[src/rtl/full_mas_serdes_pkg.sv]
// Shared definitions for the full_mas serial link.
// The receive-side deserializers use the same lane widths and line levels.
//   LANE0_W / LANE1_W : bits carried on lane 0 / lane 1 per frame
//   DATA_W            : full word width (lane 0 field in the LSBs)
//   START_BIT         : level of the frame start bit on both lanes
//   IDLE_BIT          : level driven on a lane with nothing to send
//   state_e           : transmit FSM states
package full_mas_serdes_pkg;

    localparam int   LANE0_W   = 5;
    localparam int   LANE1_W   = 32;
    localparam int   DATA_W    = LANE0_W + LANE1_W;
    localparam logic START_BIT = 1'b1;
    localparam logic IDLE_BIT  = 1'b0;

    typedef enum logic [1:0] {
        ST_IDLE  = 2'd0,
        ST_START = 2'd1,
        ST_SHIFT = 2'd2,
        ST_GAP   = 2'd3
    } state_e;

endpackage

[src/rtl/serializer_nbit.sv]
// One serial lane: a shift register with start-bit insertion.
//   clk    : clock
//   reset  : asynchronous active-low reset
//   load   : capture data and drive the start bit on the next cycle
//   shift  : drive the next data bit (LSB first), or idle once all
//            WIDTH bits have been sent
//   data   : word to send
//   serial : registered lane output
// The lane idles by itself after WIDTH data bits, so a narrow lane can
// share the shift strobe of a wider one.
module serializer_nbit
    import full_mas_serdes_pkg::*;
#(
    parameter int WIDTH = 8
) (
    input  logic             clk,
    input  logic             reset,
    input  logic             load,
    input  logic             shift,
    input  logic [WIDTH-1:0] data,
    output logic             serial
);

    localparam int            CW   = $clog2(WIDTH + 1);
    localparam logic [CW-1:0] FULL = CW'(WIDTH);

    logic [WIDTH-1:0] sreg;
    logic [CW-1:0]    left;   // data bits still to be driven

    always_ff @(posedge clk or negedge reset) begin
        if (!reset) begin
            sreg   <= '0;
            left   <= '0;
            serial <= IDLE_BIT;
        end else if (load) begin
            sreg   <= data;
            left   <= FULL;
            serial <= START_BIT;
        end else if (shift && (left != '0)) begin
            serial <= sreg[0];
            sreg   <= sreg >> 1;
            left   <= left - CW'(1);
        end else begin
            serial <= IDLE_BIT;
        end
    end

endmodule

[src/rtl/full_mas_serializer.sv]
// Transmit-side master serializer. Accepts one DATA_W-bit word per frame
// over valid/ready and sends it on two start-bit framed serial lanes,
// followed by GAP idle cycles.
//   clk       : clock
//   reset     : asynchronous active-low reset
//   data_i    : word; [4:0] goes to lane 0, [36:5] to lane 1
//   valid_i   : data_i is valid
//   ready_o   : word accepted on a clock edge where valid_i && ready_o
//   serial_o  : [0] lane 0, [1] lane 1 (registered)
//   busy_o    : frame or gap in progress (inverse of ready_o)
//   dbg_state : current FSM state
// Handshake: a transfer happens on every rising clk edge where valid_i
// and ready_o are both 1; ready_o depends only on registered state and
// reset, and inputs are ignored while ready_o is 0.
module full_mas_serializer
    import full_mas_serdes_pkg::*;
#(
    parameter int GAP = 2   // idle cycles after the last lane-1 bit, 1..15
) (
    input  logic              clk,
    input  logic              reset,
    input  logic [DATA_W-1:0] data_i,
    input  logic              valid_i,
    output logic              ready_o,
    output logic [1:0]        serial_o,
    output logic              busy_o,
    output state_e            dbg_state
);

    localparam logic [3:0] GAP_LOAD = 4'(GAP - 1);
    localparam logic [4:0] LAST_BIT = 5'(LANE1_W - 1);

    state_e     state;
    logic [4:0] bit_cnt;
    logic [3:0] gap_cnt;
    logic       accept;
    logic       shift_en;

    // ready_o is forced low while reset is held.
    assign ready_o   = reset && (state == ST_IDLE);
    assign busy_o    = !ready_o;
    assign accept    = valid_i && ready_o;
    // START drives the first data bit out, SHIFT the rest.
    assign shift_en  = (state == ST_START) || (state == ST_SHIFT);
    assign dbg_state = state;

    always_ff @(posedge clk or negedge reset) begin
        if (!reset) begin
            state   <= ST_IDLE;
            bit_cnt <= '0;
            gap_cnt <= '0;
        end else begin
            case (state)
                ST_IDLE: begin
                    if (accept) state <= ST_START;
                end
                ST_START: begin
                    bit_cnt <= '0;
                    state   <= ST_SHIFT;
                end
                ST_SHIFT: begin
                    if (bit_cnt == LAST_BIT) begin
                        gap_cnt <= GAP_LOAD;
                        state   <= ST_GAP;
                    end else begin
                        bit_cnt <= bit_cnt + 5'd1;
                    end
                end
                ST_GAP: begin
                    if (gap_cnt == '0) state <= ST_IDLE;
                    else               gap_cnt <= gap_cnt - 4'd1;
                end
                default: state <= ST_IDLE;
            endcase
        end
    end

    serializer_nbit #(.WIDTH(LANE0_W)) u_lane0 (
        .clk    (clk),
        .reset  (reset),
        .load   (accept),
        .shift  (shift_en),
        .data   (data_i[LANE0_W-1:0]),
        .serial (serial_o[0])
    );

    serializer_nbit #(.WIDTH(LANE1_W)) u_lane1 (
        .clk    (clk),
        .reset  (reset),
        .load   (accept),
        .shift  (shift_en),
        .data   (data_i[DATA_W-1:LANE0_W]),
        .serial (serial_o[1])
    );

endmodule
[config.mk]
export PLATFORM = sky130hd
export DESIGN_NAME = full_mas_serializer
export DESIGN_NICKNAME = d
export VERILOG_FILES = /design/src/rtl/full_mas_serdes_pkg.sv /design/src/rtl/serializer_nbit.sv /design/src/rtl/full_mas_serializer.sv
export SDC_FILE = /design/constraint.sdc
export NUM_CORES = 1
export LEC_CHECK = 0
export ABC_AREA = 1
export CAP_MARGIN = 30
export CORE_MARGIN = 2
export CORE_UTILIZATION = 45
export CTS_CLUSTER_DIAMETER = 120
export DETAILED_ROUTE_END_ITERATION = 6
export PLACE_DENSITY = 0.68
export SYNTH_ARGS = -nofsm -noshare
export SYNTH_HDL_FRONTEND = slang
export SYNTH_HIERARCHICAL = 1
export SYNTH_SLANG_ARGS = --single-unit
[constraint.sdc]
create_clock -name clk -period 4.35 [get_ports clk]
set_input_delay 0.6525 -clock clk [delete_from_list [all_inputs] [get_ports clk]]
set_output_delay 0.6525 -clock clk [all_outputs]
set_load 0.01 [all_outputs]
# Yosys cells after proc, flatten, opt, wreduce, memory -nomap -nowiden
# Index checks and enable logic that the tools add are counted.
[classes]
n_addsub = 4
mul = 0
div_mod_pow = 0
magnitude_cmp = 0
n_eq_ne = 9
shift = 0
muxes = 21
bitwise_logic = 0
reduce_logical = 17
[op_table]
columns = ["operator", "count"]
rows = [
  ["$mux W32", 2],
  ["$mux W5", 3],
  ["$mux W6", 2],
  ["$pmux W5 S2", 1],
  ["$mux W4", 2],
  ["$ne A2 B2 Y1 const B", 4],
  ["$pmux W2 S4", 1],
  ["$pmux W4 S2", 1],
  ["$reduce_bool A2 Y1", 4],
  ["$mux W2", 3],
  ["$mux W3", 2],
  ["$reduce_and A3 Y1", 2],
  ["$reduce_bool A6 Y1", 1],
  ["$sub A6 B1 Y6 const B", 1],
  ["$add A5 B1 Y5 const B", 1],
  ["$eq A5 B5 Y1 const B", 1],
  ["$eq A2 B2 Y1 const B", 2],
  ["$logic_and A1 B1 Y1", 4],
  ["$logic_not A4 Y1", 1],
  ["$mux W1", 4],
  ["$sub A4 B1 Y4 const B", 1],
  ["$reduce_bool A3 Y1", 1],
  ["$sub A3 B1 Y3 const B", 1],
  ["$eq A2 B1 Y1 const B", 1],
  ["5 further kinds", 5],
]
[totals]
regBits = 59
latchBits = 0
ramBits = 0
romBits = 0
input_bits = 40
out_inout_bits = 6
memories = 0

# Depth between registers and ports, before layout
[logic_depth]
word_depth = 5
ltp_mapped = 11
ltp_nobuf = 11

# By module
# The synthesis kept the hierarchy.
[by_module_without_submodules]
columns = ["mod", "instances", "cells_each", "area_each_um2", "seq_area_each_um2"]
rows = [
  ["serializer_nbit (u_lane1)", 1, 257, 2127.0, 975.9],
  ["full_mas_serializer", 1, 91, 711.9, 275.3],
  ["serializer_nbit (u_lane0)", 1, 59, 454.2, 225.2],
]

# Worst setup path after synthesis
# OpenSTA, ideal clock, no wires.
[synth_timing]
kind = "flip-flop to flip-flop"
startpoint = "register state[0], in the netlist dbg_state[0]"
endpoint = "register u_lane1.sreg[10]"
setup_time_ns = 0.117
t_arrival_ns = 1.880
required_ns = 4.233
slack_ns = 2.352
stages_incl_launch_ff = 10
n_path_buf = 2
cell_sequence = "dfrtp_1 -> inv_1 -> ha_1 -> nand2_1 -> nor2_1 -> buf_2 -> clkbuf_1 -> o21ai_0 -> nand2_1 -> o21ai_2"
[synth_via]
elab_chain_cells = 4
[synth_lines]
columns = ["item", "line", "source"]
rows = [
  ["from (decl)", "full_mas_serializer.sv:33", "state_e state;"],
  ["from (signal assigned)", "full_mas_serializer.sv:49", "state <= ST_IDLE;"],
  ["from (signal assigned)", "full_mas_serializer.sv:55", "if (accept) state <= ST_START;"],
  ["from (signal assigned)", "full_mas_serializer.sv:59", "state <= ST_SHIFT;"],
  ["$logic_not A2 Y1 (*)", "full_mas_serializer.sv:40", "assign ready_o = reset && (state == ST_IDLE);"],
  ["$logic_and A1 B1 Y1 (*)", "full_mas_serializer.sv:40", ""],
  ["$logic_and A1 B1 Y1 (*)", "full_mas_serializer.sv:42", "assign accept = valid_i && ready_o;"],
  ["net accept", "full_mas_serializer.sv:36", "logic accept;"],
  ["$mux W32 / $reduce_bool A2 Y1 (equally long branches)", "n/a", ""],
  ["to (signal assigned)", "serializer_nbit.sv:36", "sreg <= data;"],
  ["to (signal assigned)", "serializer_nbit.sv:41", "sreg <= sreg >> 1;"],
  ["to (decl)", "serializer_nbit.sv:27", "logic [WIDTH-1:0] sreg;"],
]
# The timed path passes the listed nets; every way through them passes the cells marked *.
# A chain may end at the register's enable or synchronous reset.

# Worst setup path after layout
[layout_timing]
startpoint = "register state[0], in the netlist dbg_state[0]"
endpoint = "output busy_o"
[layout_via]
elab_chain_cells = 3
[layout_lines]
columns = ["item", "line", "source"]
rows = [
  ["$logic_not A2 Y1", "full_mas_serializer.sv:40", ""],
  ["$logic_and A1 B1 Y1", "full_mas_serializer.sv:40", ""],
  ["$logic_not A1 Y1", "full_mas_serializer.sv:41", "assign busy_o = !ready_o;"],
  ["to (decl)", "full_mas_serializer.sv:26", "output logic busy_o,"],
]
# No other way between the ends.

==> metrics.md <==
| Metric | Value |
|---|---|
| Outcome | finished clean |
| Maximum clock skew at final layout | 9.65 ps |
| Number of H-tree branching levels | 3 |
| Arrival time worst endpoint | between 1500 and 2000 ps |
| Max-slew violation count | 0 |
| Core box area | ~7000 sq um |
| Yosys synthesis warning count | 6 |
| Average size of a mapped cell | 8.09 sq um |
| DR pass1 iterations | 4 |
| Max cap viols | 0 |
| Effective utilization at floorplan | 0.459 |
| Wirelength per Cell | around 11 um |
| Combinational family with the most area after synthesis | simple AND/OR/NAND/NOR gates |
| Violation count after the first detailed-routing iteration | 122 |
| Peak clock frequency supported by timing | a little over 0.4 GHz |
| Die area | roughly 8000 sq um |
| Wire length after detailed routing | ~6000 um |
| Count of different cell masters after synthesis | 26 |
| Via count | 2610 |
| Antenna violations before repair | 0 |
| Final layout net count | roughly 500 |
| Hold crit path type | reg -> reg |
| Power Dens Cells | 688 nW/um^2 |
| Part of the cycle the worst path needs | 0.557 |
| Number of hold violations in the final report | 0 |
| Register area share after synthesis | 0.448 |
| Post-Place Setup Slack | 1790 ps |
| Number of design rule violations left after detail routing | 0 |
| Setup repair after global routing missed its margin | no |
| Total clock buffers created by CTS | 9 |
| Top area cells in the synthesized netlist | dfrtp_1, nand2_1, o21ai_2 |
| Critical Path Source Type | register |
| Post-CTS setup buffer count | 0 |
| Peak supply drop | about 0.37 mV |
| Element type at the critical path end | primary output |
| Post-synthesis instance area | between 3000 and 4000 sq um |
| Count of buffers inserted at the top-level ports | 45 |
| Hold Path Cell Cnt | 2 |
| Pin count of the biggest net entering global routing | between 60 and 70 |
| Buf+Inv Stages, Crit Path | 2 |
| Register bit count reported by yosys | between 50 and 60 |
| Num rows | 31 |
| Total Negative Setup Slacks | 0 ps |
| Fillers | 688 |
| Clock-pin slew on the worst setup and hold paths | about 70 ps |
| Adder and majority gate portion of the synthesized area | 0.0494 |
| Number of clock sinks | just under 60 |
| Maximum fanout along the worst path | 5 |
| Resize count post-CTS | 0 |
| Worst Reg2Reg Path Length in Cells | 8 |
| Vias per inst | 4.70 |
| Number of global-route vias before repair | ~2500 |
| Worst hold endpoint | bit_cnt[4] |
| Final RePlAce weighted congestion | around 0.73 |
| TritonCTS clock tree | done |
| Standby leakage power | ~1.9 nW |
| Hpwl dp | between 4000 and 5000 um |
| Io pins | 46 |
| Cell at the root of the clock tree | clkbuf_8 |
| Overall die width | 89.5 um |
| Slowest CP cell | clkdlybuf4s50_1 |
| Total grt overflow | 0 |
| Worst reg2reg startpoint | dbg_state[1] |
| R2r endpoint | u_lane1/sreg[12] |
| Delay contributed by the slowest stage of the critical path | ~560 ps |
| Mapped Nets | 460 |
| GR Util All Layers | 0.169 |
| Clock Path Buffers | 2 |
| Yosys top cell area share | 0.448 |
| Origin of the worst min-delay path | bit_cnt[4] |
| Detail Route Antenna Nets | 0 |
| First-pass GRT wire length | ~10000 um |
| Count of endpoints failing setup in the final report | 0 |
| Required time of the critical path | ~3700 ps |
| Share of synthesized cell area in and, or, nand and nor gates | 0.247 |
| Share of cell area taken by muxes after synthesis | 0 |
| Skew-Pair Late Insertion Delay | roughly 340 ps |
| Worst Setup Slack, final | just under 2000 ps |
| Area growth from synthesis to layout | 20.4% |
| Post-route minimum period | 2420 ps |
| Tightest slew margin relative to the limit | 0.499 |
| Number of diodes added for antenna fixing | 0 |
| Family of cells with the greatest summed delay on the critical path | buffers and inverters |
| Compound-Gate Fraction of Synth Area | 0.151 |
| Library cell occupying the most area in the post-synthesis netlist | dfrtp_1 |
| Die Ht | between 80 and 90 um |
| Worst slew pin tran | between 700 and 800 ps |
| Number of cells produced by synthesis | 407 |
| Slack of the worst reg-to-reg path | between 2000 and 2500 ps |
| Worst Setup Path Type | reg -> out |
| # hold bufs at CTS | 0 |
| XOR/XNOR share of the synthesized area | 0.00532 |
| Ordered cell list for the critical path | inv_1, ha_1, nand2_1, clkdlybuf4s50_1 |
| Fraction of final layout cells sized beyond drive strength 1 | 0.143 |
Yosys cell counts:
| master | n |
|---|---|
| xor2_1 | 2 |
| nand2_4 | 2 |
| a21oi_1 | 3 |
| nand3b_1 | 1 |
| buf_6 | 7 |
| ha_1 | 13 |
| inv_2 | 4 |
| buf_2 | 5 |
| clkbuf_1 | 2 |
| or2_4 | 1 |
| nand2_8 | 1 |
| nand2_2 | 2 |
| nand4_1 | 2 |
| inv_1 | 53 |
| o31ai_1 | 1 |
| o21ai_1 | 2 |
| nand3_4 | 2 |
| or2_2 | 1 |
| o21ai_2 | 31 |
| nand2_1 | 138 |
| o21ai_0 | 37 |
| nor2_4 | 1 |
| nand3_1 | 20 |
| nor2_1 | 16 |
| a21boi_0 | 1 |
| dfrtp_1 | 59 |
through the flow:
stage               cells   util  hold slack [ps]  cell area [sq um]  power (mW)
detailed placement    539  0.526              457               3770        2.27
finish                555  0.553              485               3970        2.73
CTS                   555  0.553              485               3970        2.77
global placement      539  0.526              463               3770        2.22
floorplan             407      -              357               3290        2.07
global route          555  0.553              503               3970        3.00
placed cells by master (no fill, tap or decap):
master / instances
o21ai_0: 37
a21oi_1: 3
nor2_4: 2
nand4_1: 2
clkinv_2: 3
or2_2: 1
nand3_4: 2
ha_1: 13
a21boi_0: 1
clkinvlp_4: 2
nand2_2: 2
buf_4: 2
dfrtp_1: 59
clkbuf_8: 9
bufinv_16: 1
nand2_8: 1
buf_2: 1
o21ai_2: 31
nor2_1: 15
o31ai_1: 1
xor2_1: 2
nand2_1: 138
clkdlybuf4s50_1: 44
nand3b_1: 1
nand3_1: 20
inv_2: 4
or2_4: 1
nand2_4: 2
o21ai_1: 2
inv_1: 53
clkinv_4: 1
power by group:
part           internal (mW)  switching (mW)
logic                  0.492           0.890
clock network          0.262           0.224
registers              0.761           0.101
total                   1.51            1.22
routing by layer:
layer | vias up | routed length [um] | global-route usage
li1 | 1364 | - | -
met1 | 1194 | 2760 | 0.201
met2 | 47 | 2930 | 0.286
met3 | 5 | 270 | 0.0582
met4 | 0 | 62 | 0.0529
met5 | - | 0 | 0
cells by family (layout without fill, tap and decap cells):
kind of cell | Yosys count | after routing
simple gates | 187 | 187
compound gates | 75 | 75
buf+inv | 71 | 120
flops | 59 | 59
fa+ha+maj | 13 | 13
xor+xnor | 2 | 2
worst register-to-register path, stage by stage (launching register included):
cell	delay (ps)
dfrtp_1	440
inv_1	120
ha_1	160
nand2_1	110
nor2_4	390
buf_4	480
o21ai_0	180
nand2_1	110
o21ai_2	60
final cells by class:
cell class,count,area [sq um],area share
clock buffer,9,124,0.0312
clock inverter,7,68.8,0.0174
inverter,57,214,0.0539
multi-input combinational,277,1500,0.378
sequential,59,1480,0.372
tap,99,124,0.0312
timing repair buffer,47,460,0.116
flip-flops by register name (all words and copies together), names as in the netlist:
| signal | cells |
|---|---|
| u_lane0/left | 3 |
| bit_cnt | 5 |
| u_lane0/sreg | 5 |
| u_lane1/serial | 1 |
| gap_cnt | 4 |
| u_lane1/left | 6 |
| dbg_state | 2 |
| u_lane1/sreg | 32 |
| u_lane0/serial | 1 |
worst max path at each step:
stage                            start          endpoint  slack [ps]  depth (start not counted)
after floorplan           dbg_state[0]  u_lane1/sreg[10]        2350                          9
after global placement         valid_i  u_lane1/sreg[15]        1830                          7
after detailed placement       valid_i   u_lane1/sreg[4]        1790                          7
after CTS                 dbg_state[0]            busy_o        1890                          4
after global routing      dbg_state[0]           ready_o        1810                          5
final                     dbg_state[0]            busy_o        1930                          4
Note: power is estimated with default switching activity, not from simulation.
